## config.mk

```make
export PLATFORM = sky130hd
export DESIGN_NAME = fpu_div_exp_ctl
export DESIGN_NICKNAME = d
export VERILOG_FILES = /design/src/rtl/fpu_div_pkg.sv /design/src/rtl/fpu_div_iter_cnt.sv /design/src/rtl/fpu_div_exp_ctl.sv
export SDC_FILE = /design/constraint.sdc
export NUM_CORES = 1
export LEC_CHECK = 0
export CELL_PAD_IN_SITES_DETAIL_PLACEMENT = 1
export CELL_PAD_IN_SITES_GLOBAL_PLACEMENT = 2
export CORE_ASPECT_RATIO = 1.5
export CORE_MARGIN = 2
export CORE_UTILIZATION = 19
export DETAILED_ROUTE_END_ITERATION = 8
export GPL_TIMING_DRIVEN = 1
export PLACE_DENSITY_LB_ADDON = 0.1
export SLEW_MARGIN = 20
export SYNTH_ARGS = -nofsm -noshare
export SYNTH_HDL_FRONTEND = slang
export SYNTH_SLANG_ARGS = --single-unit
```

## constraint.sdc

```tcl
create_clock -name rclk -period 1.7 [get_ports rclk]
set_input_delay 0.34 -clock rclk [delete_from_list [all_inputs] [get_ports rclk]]
set_output_delay 0.34 -clock rclk [all_outputs]
set_load 0.01 [all_outputs]
```

## src/rtl/fpu_div_pkg.sv

```systemverilog
// Shared definitions for the divide-pipe exponent sequencer: state encoding
// and default fraction iteration counts.
package fpu_div_pkg;

    localparam int unsigned DBL_ITER_DEF = 55;
    localparam int unsigned SNG_ITER_DEF = 26;
    localparam int unsigned CNT_W_DEF    = 6;

    typedef enum logic [3:0] {
        S_IDLE = 4'd0,
        S_BIAS = 4'd1,
        S_SUB2 = 4'd2,
        S_NRM1 = 4'd3,
        S_NRM2 = 4'd4,
        S_ITER = 4'd5,
        S_REB  = 4'd6,
        S_DEC  = 4'd7,
        S_RND  = 4'd8,
        S_HOLD = 4'd9
    } state_e;

endpackage

```

## src/rtl/fpu_div_iter_cnt.sv

```systemverilog
// Loadable down-counter timing the fraction iteration window; saturates at zero.
module fpu_div_iter_cnt #(
    parameter int unsigned CNT_W = 6
) (
    input  logic             clk_i,
    input  logic             rst_n_i,
    input  logic             load_i,
    input  logic [CNT_W-1:0] load_val_i,
    input  logic             dec_i,
    output logic             zero_o
);

    logic [CNT_W-1:0] cnt_q, cnt_d;

    always_comb begin
        cnt_d = cnt_q;
        if (load_i) begin
            cnt_d = load_val_i;
        end else if (dec_i && (cnt_q != '0)) begin
            cnt_d = cnt_q - CNT_W'(1);
        end
    end

    always_ff @(posedge clk_i or negedge rst_n_i) begin
        if (!rst_n_i) begin
            cnt_q <= '0;
        end else begin
            cnt_q <= cnt_d;
        end
    end

    assign zero_o = (cnt_q == '0);

endmodule

```

## src/rtl/fpu_div_exp_ctl.sv

```systemverilog
// Divide-pipe exponent control sequencer: front-end exponent steps, iteration
// wait, back-end rebias/decrement/round, and a valid/ack result handshake.
module fpu_div_exp_ctl
    import fpu_div_pkg::*;
#(
    parameter int unsigned DBL_ITER = DBL_ITER_DEF,
    parameter int unsigned SNG_ITER = SNG_ITER_DEF,
    parameter int unsigned CNT_W    = CNT_W_DEF
) (
    input  logic rclk,
    input  logic arst_l,
    input  logic div_start,
    input  logic div_dbl,
    input  logic div_special_inf,
    input  logic div_special_zero,
    input  logic div_q_norm,
    input  logic div_ovf,
    input  logic div_rndup,
    input  logic div_rnd_to_0,
    input  logic div_res_ack,
    output logic div_busy,
    output logic div_res_vld,
    output logic d1stg_step,
    output logic fdiv_clken_l,
    output logic d234stg_fdiv,
    output logic div_expadd1_in1_dbl,
    output logic div_expadd1_in1_sng,
    output logic div_expadd1_in2_exp_in2_dbl,
    output logic div_expadd1_in2_exp_in2_sng,
    output logic d3stg_fdiv,
    output logic d4stg_fdiv,
    output logic div_exp1_expadd1,
    output logic div_exp1_0835,
    output logic div_exp1_0118,
    output logic div_exp1_zero,
    output logic div_exp1_load,
    output logic div_expadd2_in1_exp_out,
    output logic d5stg_fdiva,
    output logic d5stg_fdivd,
    output logic d5stg_fdivs,
    output logic d6stg_fdiv,
    output logic d7stg_fdiv,
    output logic d7stg_fdivd,
    output logic div_expadd2_no_decr_inv,
    output logic div_expadd2_cin,
    output logic div_exp_out_expadd2,
    output logic div_exp_out_expadd22_inv,
    output logic div_exp_out_of,
    output logic d7stg_to_0_inv,
    output logic div_exp_out_exp_out,
    output logic d7stg_rndup_inv,
    output logic div_exp_out_load
);

    localparam logic [CNT_W-1:0] DBL_LD = CNT_W'(DBL_ITER - 1);
    localparam logic [CNT_W-1:0] SNG_LD = CNT_W'(SNG_ITER - 1);

    state_e state_q, state_d;
    logic   dbl_q, dbl_d;
    logic   inf_q, inf_d;
    logic   zero_q, zero_d;
    logic   cnt_load, cnt_dec, cnt_zero;

    fpu_div_iter_cnt #(.CNT_W(CNT_W)) u_iter_cnt (
        .clk_i      (rclk),
        .rst_n_i    (arst_l),
        .load_i     (cnt_load),
        .load_val_i (dbl_q ? DBL_LD : SNG_LD),
        .dec_i      (cnt_dec),
        .zero_o     (cnt_zero)
    );

    always_ff @(posedge rclk or negedge arst_l) begin
        if (!arst_l) begin
            state_q <= S_IDLE;
            dbl_q   <= 1'b0;
            inf_q   <= 1'b0;
            zero_q  <= 1'b0;
        end else begin
            state_q <= state_d;
            dbl_q   <= dbl_d;
            inf_q   <= inf_d;
            zero_q  <= zero_d;
        end
    end

    always_comb begin
        state_d  = state_q;
        dbl_d    = dbl_q;
        inf_d    = inf_q;
        zero_d   = zero_q;
        cnt_load = 1'b0;
        cnt_dec  = 1'b0;

        div_busy                    = (state_q != S_IDLE);
        div_res_vld                 = 1'b0;
        d1stg_step                  = 1'b0;
        fdiv_clken_l                = 1'b0;
        d234stg_fdiv                = 1'b0;
        div_expadd1_in1_dbl         = 1'b0;
        div_expadd1_in1_sng         = 1'b0;
        div_expadd1_in2_exp_in2_dbl = 1'b0;
        div_expadd1_in2_exp_in2_sng = 1'b0;
        d3stg_fdiv                  = 1'b0;
        d4stg_fdiv                  = 1'b0;
        div_exp1_expadd1            = 1'b0;
        div_exp1_0835               = 1'b0;
        div_exp1_0118               = 1'b0;
        div_exp1_zero               = 1'b0;
        div_exp1_load               = 1'b0;
        div_expadd2_in1_exp_out     = 1'b0;
        d5stg_fdiva                 = 1'b0;
        d5stg_fdivd                 = 1'b0;
        d5stg_fdivs                 = 1'b0;
        d6stg_fdiv                  = 1'b0;
        d7stg_fdiv                  = 1'b0;
        d7stg_fdivd                 = 1'b0;
        div_expadd2_no_decr_inv     = 1'b1;
        div_expadd2_cin             = 1'b0;
        div_exp_out_expadd2         = 1'b0;
        div_exp_out_expadd22_inv    = 1'b0;
        div_exp_out_of              = 1'b0;
        d7stg_to_0_inv              = 1'b1;
        div_exp_out_exp_out         = 1'b0;
        d7stg_rndup_inv             = 1'b1;
        div_exp_out_load            = 1'b0;

        case (state_q)
            S_IDLE: begin
                fdiv_clken_l = ~div_start;
                // Step strobe is held off while reset is asserted
                d1stg_step   = div_start & arst_l;
                if (div_start) begin
                    dbl_d   = div_dbl;
                    inf_d   = div_special_inf;
                    zero_d  = div_special_zero;
                    state_d = S_BIAS;
                end
            end
            S_BIAS: begin
                div_expadd1_in1_dbl = dbl_q;
                div_expadd1_in1_sng = ~dbl_q;
                div_exp1_0835       = inf_q;
                div_exp1_0118       = ~inf_q & zero_q;
                div_exp1_expadd1    = ~inf_q & ~zero_q;
                div_exp1_load       = 1'b1;
                state_d             = (inf_q || zero_q) ? S_REB : S_SUB2;
            end
            S_SUB2: begin
                d234stg_fdiv                = 1'b1;
                div_expadd1_in2_exp_in2_dbl = dbl_q;
                div_expadd1_in2_exp_in2_sng = ~dbl_q;
                div_exp1_expadd1            = 1'b1;
                div_exp1_load               = 1'b1;
                state_d                     = S_NRM1;
            end
            S_NRM1: begin
                d234stg_fdiv     = 1'b1;
                d3stg_fdiv       = 1'b1;
                div_exp1_expadd1 = 1'b1;
                div_exp1_load    = 1'b1;
                state_d          = S_NRM2;
            end
            S_NRM2: begin
                d234stg_fdiv     = 1'b1;
                d4stg_fdiv       = 1'b1;
                div_exp1_expadd1 = 1'b1;
                div_exp1_load    = 1'b1;
                cnt_load         = 1'b1;
                state_d          = S_ITER;
            end
            S_ITER: begin
                cnt_dec = 1'b1;
                if (cnt_zero) begin
                    state_d = S_REB;
                end
            end
            S_REB: begin
                d5stg_fdiva              = 1'b1;
                d5stg_fdivd              = dbl_q;
                d5stg_fdivs              = ~dbl_q;
                div_exp_out_expadd2      = 1'b1;
                div_exp_out_expadd22_inv = 1'b1;
                div_exp_out_load         = 1'b1;
                state_d                  = S_DEC;
            end
            S_DEC: begin
                d6stg_fdiv               = 1'b1;
                div_expadd2_in1_exp_out  = 1'b1;
                div_expadd2_no_decr_inv  = div_q_norm;
                div_exp_out_expadd2      = 1'b1;
                div_exp_out_expadd22_inv = 1'b1;
                div_exp_out_load         = 1'b1;
                state_d                  = S_RND;
            end
            S_RND: begin
                d7stg_fdiv              = 1'b1;
                d7stg_fdivd             = dbl_q;
                div_expadd2_in1_exp_out = 1'b1;
                div_exp_out_load        = 1'b1;
                if (div_ovf) begin
                    div_exp_out_of = 1'b1;
                    d7stg_to_0_inv = ~div_rnd_to_0;
                end else begin
                    div_exp_out_expadd2      = 1'b1;
                    div_exp_out_expadd22_inv = 1'b1;
                    div_exp_out_exp_out      = 1'b1;
                    div_expadd2_cin          = div_rndup;
                    d7stg_rndup_inv          = ~div_rndup;
                end
                state_d = S_HOLD;
            end
            S_HOLD: begin
                div_res_vld = 1'b1;
                if (div_res_ack) begin
                    state_d = S_IDLE;
                end
            end
            default: state_d = S_IDLE;
        endcase
    end

endmodule

```

==> qor.yml <==
status: "finished, violations left"
violations: "negative setup slack"
place_hpwl_um: 2790
hold_buffers: 0
fp.coreArea_um2: 4810
routedWlPerCell_um: 14.0
drive_above_1_share_pct: 63.0
grt_pass1_vias: 1226
track_usage_pct: 13.7
slew_violations: 0
start_kind: "flop"
synth_top_area_share_pct: 34.3
postRouteAntennaNets: 0
grt_max_degree: 14
syn_nets: 135
regArea_um2: 328
ys_top_cells_by_count: "nand2_1, nor2_1, dfrtp_1"
setup_viol: 27
synth_edf_count: 0
grt_pass1_wl_um: 5910
path_class: "flop to output port"
die_h_um: 90.5
ys_warn_count: 0
worst_slack_ns: -0.181
wirelength_um: 3830
fillCellCount: 614
clock_tree.buffer_depth: 2
firstDrtPassIters: 4
hold_viol_final: 0
antenna_cells: 0
timing.rr.end: "u_iter_cnt.cnt_q[5]"
async_reset_ff_share_pct: 100
vias: 1227
hold_ws_ns: 0.430
numCtsBuffers: 3
fin_nets: 222
h-tree-depth: 1
initial_utilization_pct: 19.7
synth.top_cells.by_area: "dfrtp_1, nand2_1, nor2_1"
synth_area_um2: 947
cts_num_sinks: 13
reg2reg_slack_ns: -0.03
antenna_found_initial: 0
vdd_ir_drop_max_mv: 0.732
critPathRequiredTime_ns: 1.36
place_congestion: 0.706
pin_count: 43
cp.arrival_ns: 1.54
setup.worst_path.end_class: "output port"
multi_input_area_um2: 771
fin_crit_ns: 1.88
p_leak_nw: 0.961
final_cell_area_um2: 2010
grt_overflow: 0
yosysTopAreaCell: "dfrtp_1"
ys.flop_type: "dfrtp_1"
ys_seq_elements: 13
finalPower_mw: 3.75
critPathMaxFanout: 6
via_per_inst: 4.48
rr_worst_depth: 7
fin_skew_ns: 0.00152
synthCells: 122
syn2layout_area_growth_pct: 113
port_buffers: 41
die_w_um: 61.7
power_density_nw_per_um2: 1860
path_clk_slew_ns: 0.06
synth_cell_types: 35
cts_root_buf: "clkbuf_8"
die_area_um2: 5580
max_clock_freq_mhz: 532
seq_area_frac_synth_pct: 34.3
reg2reg_from: "state_q[3]"
tns_ns: -2.37
max_cap_viol_count: 0
postPlaceCellArea_um2: 1640
rsz0062_at_grt: "yes"
num_rows: 31
dp_slack_ns: -0.379
tritoncts: "built"
hold_path_class: "input pin to async pin"
post-route-drc-count: 0
clk_latency_ns: 0.25
drt_iter0_markers: 31
period_share_pct: 111
postSynthAreaPerCell_um2: 7.76
-- metal layers --
layer | GRT usage [%] | vias to the layer above | part of all wire [%]
met4 | 4.26 | 0 | 1.4
met2 | 26.1 | 23 | 60
met3 | 1.43 | 5 | 3.2
met5 | 0 | - | 0
li1 | - | 590 | -
met1 | 14.7 | 609 | 35
-- metrics by stage --
| step | std cells | util (%) |
|---|---|---|
| 2_1_floorplan | 122 | - |
| 3_3_place_gp | 251 | 34.1 |
| 3_5_place_dp | 251 | 34.1 |
| 4_1_cts | 261 | 37.8 |
| 5_1_grt | 274 | 41.9 |
| 6_report | 274 | 41.9 |
-- worst max-delay path by stage --
| stage | startpoint | to | slack [ns] |
|---|---|---|---|
| floorplan | state_q[2] | div_exp_out_expadd22_inv | -0.04 |
| global placement | state_q[2] | div_expadd2_cin | -0.34 |
| detailed placement | state_q[2] | div_expadd2_cin | -0.38 |
| CTS | state_q[2] | d7stg_to_0_inv | -0.24 |
| global route | state_q[0] | div_exp1_expadd1 | -0.24 |
| finish | state_q[0] | d7stg_to_0_inv | -0.18 |
-- critical path, cell delays in order, from the launching register on --
cell	delay, ns
dfrtp_2	0.45
or3_4	0.46
inv_2	0.08
and2_4	0.14
nand2_1	0.04
buf_2	0.13
-- final cells by class --
cell class	count	share of cell area (%)
Clock buffer	4	2.24
Inverter	9	1.68
Multi-Input combinational cell	92	38.3
Sequential cell	13	16.3
Tap cell	66	4.10
Timing Repair Buffer	90	37.4
-- power by group --
group	total, mW	switching [mW]	internal (mW)
sequential	0.669	0.202	0.466
clock	0.285	0.120	0.166
combinational	2.80	1.27	1.53
total	3.75	1.59	2.16
-- sequential cells by signal (all words and copies together) (netlist names) --
name / count
u_iter_cnt.cnt_q: 6
inf_q: 1
state_q: 4
zero_q: 1
dbl_q: 1
-- cell usage in the layout (no fill, tap or decap), drive strengths merged, types with 4 or more instances in the layout --
cell type and count:
o21ai 5, nor2 16, and3 4, dfrtp 13, inv 9, nand3 4, clkdlybuf4s50 10, nor3 5
buf 77, o211ai 4, clkbuf 4, nand2 16, nor2b 4
-- what timing repair did --
item / in CTS / in global routing
setup endpoints to repair: 33 / 37
buffers inserted: 7 / 13
pin swaps: 14 / 17
gates resized for setup: 174 / 26
-- kinds of logic (layout without fill, tap and decap cells) --
| group | Yosys count | after routing | synth area share [%] |
|---|---|---|---|
| simple gates | 65 | 65 | 35.3 |
| buf+inv | 17 | 103 | 7.66 |
| fa+ha+maj | 2 | 2 | 2.64 |
| flops | 13 | 13 | 34.3 |
| other cells | 1 | 1 | 0.396 |
| compound gates | 19 | 19 | 14.0 |
| mux | 5 | 5 | 5.68 |
Power figures use the tool's default switching activity.
